File: config.mk
export PLATFORM = sky130hd
export DESIGN_NAME = rom_port_arbiter
export DESIGN_NICKNAME = d
export VERILOG_FILES = /design/src/rtl/rom_port_arbiter.sv
export SDC_FILE = /design/constraint.sdc
export NUM_CORES = 1
export LEC_CHECK = 0
export CAP_MARGIN = 25
export CORE_UTILIZATION = 39
export DETAILED_ROUTE_END_ITERATION = 8
export PLACE_DENSITY = 0.79
export SLEW_MARGIN = 20
export SYNTH_ARGS = -nofsm -noshare
export SYNTH_HDL_FRONTEND = slang
export SYNTH_SLANG_ARGS = --single-unit
File: constraint.sdc
create_clock -name clk -period 2.2 [get_ports clk]
set_input_delay 0.44 -clock clk [delete_from_list [all_inputs] [get_ports clk]]
set_output_delay 0.44 -clock clk [all_outputs]
set_load 0.03 [all_outputs]
File: src/rtl/rom_port_arbiter.sv
// Shares the program ROM's single combinational read port between the fetch and load ports.
// Define ROM_ARB_RR_EN for round-robin tie breaking; otherwise fetch always wins ties.
module rom_port_arbiter #(
  parameter int ROM_WORDS = 100,
  parameter int CNT_W     = 16
) (
  input  logic              clk,
  input  logic              rst,
  input  logic              if_req_valid,
  input  logic [31:0]       if_req_addr,
  output logic              if_req_ready,
  output logic              if_rsp_valid,
  output logic [31:0]       if_rsp_data,
  output logic              if_rsp_err,
  input  logic              if_rsp_ready,
  input  logic              ld_req_valid,
  input  logic [31:0]       ld_req_addr,
  output logic              ld_req_ready,
  output logic              ld_rsp_valid,
  output logic [31:0]       ld_rsp_data,
  output logic              ld_rsp_err,
  input  logic              ld_rsp_ready,
  output logic [31:0]       rom_addr,
  input  logic [31:0]       rom_data,
  output logic [CNT_W-1:0]  conflict_cnt
);

  localparam logic [29:0] ROM_WORDS_W = 30'(ROM_WORDS);

  typedef enum logic {IDLE, PEND} state_t;

  // Index 0 is the fetch port, index 1 the load port.
  logic [1:0]  req_valid;
  logic [31:0] req_addr [2];
  logic [1:0]  rsp_ready;
  logic [1:0]  rsp_valid;
  logic [1:0]  rsp_err;
  logic [31:0] rsp_data [2];
  logic [1:0]  elig;
  logic [1:0]  grant;
  logic        if_wins;
  logic        rom_err;
  logic [CNT_W-1:0] conflict_cnt_reg;

  assign req_valid   = {ld_req_valid, if_req_valid};
  assign req_addr[0] = if_req_addr;
  assign req_addr[1] = ld_req_addr;
  assign rsp_ready   = {ld_rsp_ready, if_rsp_ready};

`ifdef ROM_ARB_RR_EN
  logic rr_last_ld_reg;

  // Pointer remembers the last tie winner; the other port takes the next tie.
  always_ff @(posedge clk) begin
    if (rst) begin
      rr_last_ld_reg <= 1'b1;
    end else if (elig == 2'b11) begin
      rr_last_ld_reg <= grant[1];
    end
  end

  assign if_wins = rr_last_ld_reg;
`else
  assign if_wins = 1'b1;
`endif

  always_comb begin
    grant = 2'b00;
    if (!rst) begin
      if (elig == 2'b11) begin
        grant = if_wins ? 2'b01 : 2'b10;
      end else begin
        grant = elig;
      end
    end
  end

  always_comb begin
    rom_addr = 32'd0;
    if (grant[0]) begin
      rom_addr = req_addr[0];
    end else if (grant[1]) begin
      rom_addr = req_addr[1];
    end
  end

  assign rom_err = (rom_addr[1:0] != 2'b00) || (rom_addr[31:2] >= ROM_WORDS_W);

  genvar gi;
  generate
    for (gi = 0; gi < 2; gi++) begin : g_port
      state_t      state_reg;
      logic        err_reg;
      logic [31:0] data_reg;

      // A pending response with rsp_ready low blocks eligibility, so data/err stay frozen.
      assign elig[gi] = req_valid[gi] && ((state_reg == IDLE) || rsp_ready[gi]);

      always_ff @(posedge clk) begin
        if (rst) begin
          state_reg <= IDLE;
          err_reg   <= 1'b0;
          data_reg  <= 32'd0;
        end else begin
          case (state_reg)
            IDLE: if (grant[gi]) state_reg <= PEND;
            PEND: if (rsp_ready[gi] && !grant[gi]) state_reg <= IDLE;
            default: state_reg <= IDLE;
          endcase
          if (grant[gi]) begin
            err_reg  <= rom_err;
            data_reg <= rom_err ? 32'd0 : rom_data;
          end
        end
      end

      assign rsp_valid[gi] = (state_reg == PEND);
      assign rsp_err[gi]   = err_reg;
      assign rsp_data[gi]  = data_reg;
    end
  endgenerate

  always_ff @(posedge clk) begin
    if (rst) begin
      conflict_cnt_reg <= '0;
    end else if ((elig == 2'b11) && (conflict_cnt_reg != {CNT_W{1'b1}})) begin
      conflict_cnt_reg <= conflict_cnt_reg + 1'b1;
    end
  end

  assign conflict_cnt = conflict_cnt_reg;

  assign if_req_ready = grant[0];
  assign ld_req_ready = grant[1];
  assign if_rsp_valid = rsp_valid[0];
  assign ld_rsp_valid = rsp_valid[1];
  assign if_rsp_err   = rsp_err[0];
  assign ld_rsp_err   = rsp_err[1];
  assign if_rsp_data  = rsp_data[0];
  assign ld_rsp_data  = rsp_data[1];

endmodule
==> results of run 1 <==
-- power groups by stage --
| stage | Clock, mW | Sequential [mW] | Combinational (mW) |
|---|---|---|---|
| floorplan | 0 | 1.70 | 0.326 |
| global placement | 0 | 1.62 | 0.890 |
| detailed placement | 0 | 1.62 | 0.904 |
| CTS | 1.16 | 1.59 | 0.964 |
| global route | 1.23 | 1.59 | 1.02 |
| finish | 1.14 | 1.59 | 0.969 |
-- per-stage QoR --
step	setup WS [ns]	cells
5_1_grt	0.00139	857
4_1_cts	0.0146	856
3_5_place_dp	-0.243	832
3_3_place_gp	-0.184	832
6_report	0.0781	857
2_1_floorplan	-0.0126	476
-- layer usage --
layer | global-route usage, % | part of all wire, %
met2 | 49.8 | 50
met4 | 8.24 | 1.7
met3 | 6.98 | 7.6
met5 | 0 | 0
met1 | 34.2 | 40
-- worst paths after layout --
check | start | end
min | ld_rsp_data[28] | ld_rsp_data[28]
max reg2reg | conflict_cnt[9] | conflict_cnt[2]
min reg2reg | ld_rsp_data[28] | ld_rsp_data[28]
max | if_rsp_valid | rom_addr[3]
-- cells by family after synthesis --
family | count (synthesis)
and+or+nand+nor | 203
AOI/OAI and AO/OA | 133
DFF | 84
xor gates and xnor gates | 4
adders and majority gates | 1
buffers and inverters | 50
muxes | 1
-- worst register-to-register path, stage by stage, from the launching register on --
cell      delay (ns)
dfxtp_1         0.46
and4_1          0.31
nand4_1         0.30
o211ai_1        0.33
buf_4           0.17
xor2_1          0.14
nor2_1          0.05
-- cells in the final DEF (no fill, tap or decap), types with 4 or more instances in the layout --
| master | Yosys | layout |
|---|---|---|
| a21oi_1 | 14 | 14 |
| a22o_2 | 0 | 26 |
| buf_12 | 0 | 7 |
| buf_4 | 0 | 51 |
| buf_6 | 0 | 32 |
| clkbuf_8 | 0 | 9 |
| clkdlybuf4s50_1 | 0 | 180 |
| dfxtp_1 | 84 | 82 |
| dlygate4sd2_1 | 0 | 4 |
| nand2_1 | 38 | 38 |
| nand3_1 | 72 | 71 |
| nand4_1 | 38 | 38 |
| nor2_1 | 17 | 11 |
| nor2_2 | 1 | 6 |
| nor3_1 | 4 | 4 |
| nor4_1 | 10 | 9 |
| o21ai_0 | 18 | 18 |
| o21ai_1 | 24 | 24 |
| o31ai_1 | 32 | 32 |
| or3_1 | 10 | 10 |
-- area by class of cell --
type | instances | area share (%)
flip-flops and latches | 84 | 24.0
well taps | 133 | 2.37
clock inverters | 7 | 1.14
clock buffers | 9 | 1.77
repair buffers | 276 | 39.2
diodes | 1 | 0.0357
inverters | 5 | 0.267
multi-input cells | 342 | 31.2
-- timing repair --
action,4_1_cts,5_1_grt
hold buffers,0,0
gates resized for setup,45,9
buffers inserted,6,2
gates cloned,2,0
setup endpoints to repair,34,35
pin swaps,4,2
==> metrics.cfg, run 1 <==
[synthesis]
synth_cell_types = 42
synth.most_common_cell = dfxtp_1
synth-simple-area-share_pct = 27.1
yosys-top-cells-area = dfxtp_1, nand3_1, a22o_1
muxShareOfSynthArea_pct = 0.255
synth_top_area_cell = dfxtp_1
synth-xor-area-share_pct = 0.894
synth_nets = 579
syn_area_per_cell_um2 = 8.23
ys_seq_area_share_pct = 42.9
synthAdderAreaFrac_pct = 0.319
synth_top_family_by_area = simple AND/OR/NAND/NOR gates
yosysTopAreaCellShare_pct = 42.9
synthFlopType = dfxtp_1
synth_compound_area_share_pct = 23.4
synth_area_um2 = 3920
synth_commonest_cells = dfxtp_1, nand3_1, nand2_1, nand4_1, clkbuf_1
synth_edf_count = 0
synth-seq-cells = 84
syn_inst = 476
synth_warnings = 0
ys_async_sr_fraction_pct = 0

[placed_design]
gp_congestion = 0.942
detailed_place.area_um2 = 6560
dp_hpwl_um = 10800
port_buffers = 219

[final_layout]
seqCellArea_um2 = 1690
multi_input_area_um2 = 2190
nets = 821
design_area_um2 = 7020
drive_gt1_share_pct = 22.3
area_growth_pct = 79.1
nFillCells = 785
utilization_pct = 71.8

[pwr]
p_clk_share_pct = 30.8
p_switching_mw = 1.12
power.share.combinational_pct = 26.2
powerDensity_nw_per_um2 = 527
switching_share_pct = 30.3
leakage_nw = 2.54
power.internal_mw = 2.58
power_frac_seq_pct = 43.0
totalPowerFinal_mw = 3.69
ir_drop_v = 0.000415

[critical_path]
startpoint_type = flip-flop
critPathSlowestCell = dfxtp_4
path_cells = nand2b_4 -> nand2_4 -> nand3_4 -> nor2_4 -> buf_6 -> buf_4 -> a22o_1 -> buf_6
cp_top_family = buffers and inverters
crit_fanout = 8
cp_data_arrival_time_ns = 1.68
path_class = flip-flop to output pin
crit_required_ns = 1.76
path_buf_inv = 3
reg2reg_slack_ns = 0.34
rr_worst_depth = 6
end_kind = output pin
max_stage_delay_ns = 0.37
cpMostUsedCell = buf_6
cp.depth = 8

[timing]
rsz0062_at_grt = false
worstMarginPinSlew_ns = 0.397
slew_viol_final = 0
period_minus_slack_ns = 2.12
skew_ns = 0.00571
slew_headroom_pct = 73.5
tns_ns = 0
hold-worst-slack_ns = 0.451
hold_violations = 0
setup_violations = 0
min_period_over_period_pct = 96.5
fmax_mhz = 471

[global_route]
grt_max_degree = 97
antenna_found_initial = 1
gr-total-overflow = 0
grt_pass1_wl_um = 23100
track_usage_pct = 28.3
first_global_vias = 4624

[clock_network]
clockRootBuffer = clkbuf_8
cts_tree = built
clock_latency_ns = 0.34
cts_buffers = 9
cts_sinks = 84
cts.htree.levels = 3
clkTransAtPathRegs_ns = 0.09
clockBufferDepth = 2

[status]
outcome = completed

[detailed_routing]
firstDrtPassIters = 5
wl_per_cell_um = 17.5
routed_via_density = 5.59
drt-initial-drc-count = 271
vias = 4793
ant_nets = 0
postRouteWirelength_um = 15000
drc = 0

[min_path]
holdPathStages = 2
min-delay-path-class = flip-flop to flip-flop

[floorplanning]
start_util_pct = 40.1
core_area_um2 = 9770
dieWidth_um = 102
rows = 36
dieHeight_um = 102
io_pins = 220
die_area_um2 = 10500

[flow_run]
drv_cap = 0

Power figures use the tool's default switching activity.
==> inputs of run 2 (changes only) <==
--- a/config.mk
+++ b/config.mk
@@ -6,6 +6,7 @@
 export NUM_CORES = 1
 export LEC_CHECK = 0
 export CAP_MARGIN = 25
+export CORE_MARGIN = 8
 export CORE_UTILIZATION = 39
 export DETAILED_ROUTE_END_ITERATION = 8
 export PLACE_DENSITY = 0.79
==> metrics.cfg, run 2 (same netlist as run 1, synthesis figures left out) <==
[timing]
worstMarginPinSlew_ns = 0.362  ; -0.0351 ns
period_minus_slack_ns = 2.15  ; +0.0303 ns
rsz0062_at_grt = false
setup_violations = 0  ; unchanged
hold_violations = 0  ; unchanged
slew_headroom_pct = 75.8  ; +2.3 points
fmax_mhz = 465  ; -1.4%
min_period_over_period_pct = 97.8  ; +1.4 points
skew_ns = 0.00918  ; +0.00347 ns
slew_viol_final = 0  ; unchanged

[floorplanning]
die_area_um2 = 13500  ; +29%
core_area_um2 = 9770  ; unchanged
start_util_pct = 40.1  ; unchanged
dieHeight_um = 116  ; +14%
rows = 36  ; unchanged
io_pins = 220  ; unchanged
dieWidth_um = 116  ; +14%

[clock_network]
clockRootBuffer = clkbuf_8
clock_latency_ns = 0.34  ; about the same
clkTransAtPathRegs_ns = 0.09  ; about the same
cts.htree.levels = 3  ; unchanged
cts_tree = built
cts_sinks = 84  ; unchanged
cts_buffers = 9  ; unchanged
cts_hold_buf = 0  ; unchanged
clockBufferDepth = 2  ; unchanged

[min_path]
min_to = ld_rsp_data[19]
min-delay-path-class = flip-flop to flip-flop
min-delay-start = ld_rsp_data[19]
holdPathStages = 2  ; unchanged

[critical_path]
max_stage_delay_ns = 0.26  ; -0.11 ns
crit_required_ns = 1.76  ; about the same
critPathSlowestCell = dlygate4sd2_1
rr_startpoint = ld_rsp_valid
r2r-end = ld_rsp_data[12]
path_class = primary input to output pin
end_kind = output pin
crit_fanout = 15  ; +7
reg2reg_slack_ns = 0.34  ; about the same
cp_data_arrival_time_ns = 1.71  ; +0.03 ns
rr_worst_depth = 6  ; unchanged
startpoint_type = primary input
path_cells = dlygate4sd2_1 -> nand2b_4 -> nand2_4 -> nand3_4 -> nor2_4 -> buf_12 -> buf_16 -> a22o_2 -> buf_6

[final_layout]
nets = 828  ; +0.85%
n_antenna_cell = 0  ; -1
nFillCells = 756  ; -3.7%
drive_gt1_share_pct = 22.6  ; +0.33 points
layout_common_cells = clkdlybuf4s50_1, dfxtp_1, nand3_1
area_growth_pct = 82.4
multi_input_area_um2 = 2170  ; -0.86%
seqCellArea_um2 = 1680  ; -0.22%
mostFrequentLayoutCell = clkdlybuf4s50_1
utilization_pct = 73.1  ; +1.3 points
design_area_um2 = 7150  ; +1.9%

[pwr]
powerDensity_nw_per_um2 = 535  ; +1.6%
leakage_nw = 2.59  ; +1.8%
totalPowerFinal_mw = 3.82  ; +3.5%
ir_drop_v = 0.000394  ; -5.1%

[placed_design]
gp_congestion = 0.903  ; -4.1%
port_buffers = 219  ; unchanged
detailed_place.area_um2 = 6730  ; +2.5%
dp_hpwl_um = 12800  ; +18%

[status]
outcome = completed

[detailed_routing]
drt-initial-drc-count = 383  ; +41%
wl_per_cell_um = 19.6  ; +12%
routed_via_density = 5.64  ; +0.80%
postRouteWirelength_um = 16900  ; +13%
ant_nets = 0  ; unchanged
firstDrtPassIters = 5  ; unchanged
drc = 0  ; unchanged
vias = 4865  ; +1.5%

[global_route]
gr-total-overflow = 0  ; unchanged
grt_pass1_wl_um = 25500  ; +10%
grt_max_degree = 61  ; -37%
first_global_vias = 4810  ; +4.0%
track_usage_pct = 23.9  ; -4.4 points
antenna_found_initial = 0  ; -1

[flow_run]
drv_cap = 0  ; unchanged

## run 2: changes by cell type in the layout (fill, tap and decap cells not counted), sizes merged
cell         before  now
clkbuf           10   11
dlygate4sd2       4    5
diode             1    0
bufinv            1    2
clkinvlp          1    2
inv               9    6
clkinv            1    0
buf              91   98
## run 2: timing repair
action,CTS,global route
buffers inserted,4,0
pin swaps,2,3
setup endpoints to repair,34,33
resized for setup,25,5
gates cloned,2,0
hold endpoints to repair,0,0
## run 2: final cells by class
| class | count | share of cell area [%] |
|---|---|---|
| clock inverter | 5 | 1.17 |
| timing repair buffer | 283 | 40.4 |
| multi-input combinational | 342 | 30.3 |
| clock buffer | 11 | 1.98 |
| tap | 133 | 2.33 |
| inverter | 5 | 0.263 |
| sequential | 84 | 23.5 |
## run 2: critical path: cells and delay by family
| family | cells | cell delay (ns) |
|---|---|---|
| buffers and inverters | 4 | 0.65 |
| AND/OR/NAND/NOR | 4 | 0.46 |
| AO/OA/AOI/OAI | 1 | 0.15 |
## run 2: worst max path at each step
stage	startpoint	to	slack (ns)
after floorplan	if_rsp_valid	rom_addr[0]	-0.01
after global routing	if_rsp_ready	rom_addr[3]	0.001
final	if_rsp_ready	rom_addr[15]	0.05
after CTS	if_rsp_valid	rom_addr[3]	0.02
after global placement	if_rsp_ready	ld_rsp_data[10]	-0.19
after detailed placement	if_rsp_ready	ld_rsp_data[12]	-0.30
## run 2: through the flow
stage	cells	TNS, ns	hold slack (ns)	worst slack, ns
final	863	0	0.449	0.0478
after floorplan	476	-0.251	0.571	-0.0126
after global routing	863	0	0.461	0.00135
after global placement	841	-12.69	0.435	-0.189
after detailed placement	841	-16.84	0.439	-0.296
after CTS	863	0	0.451	0.0228
## run 2: power by group
group / internal (mW) / switching [mW]
logic: 0.494 / 0.510
clock network: 0.675 / 0.555
registers: 1.56 / 0.0291
total: 2.73 / 1.09
## run 2: layer usage
layer	wire, µm	up-vias	global-route usage, %
met1	6720	2310	28.1
met2	8410	225	41.3
met3	1390	30	6.77
met5	0	-	0
met4	370	0	7.17
li1	-	2300	-
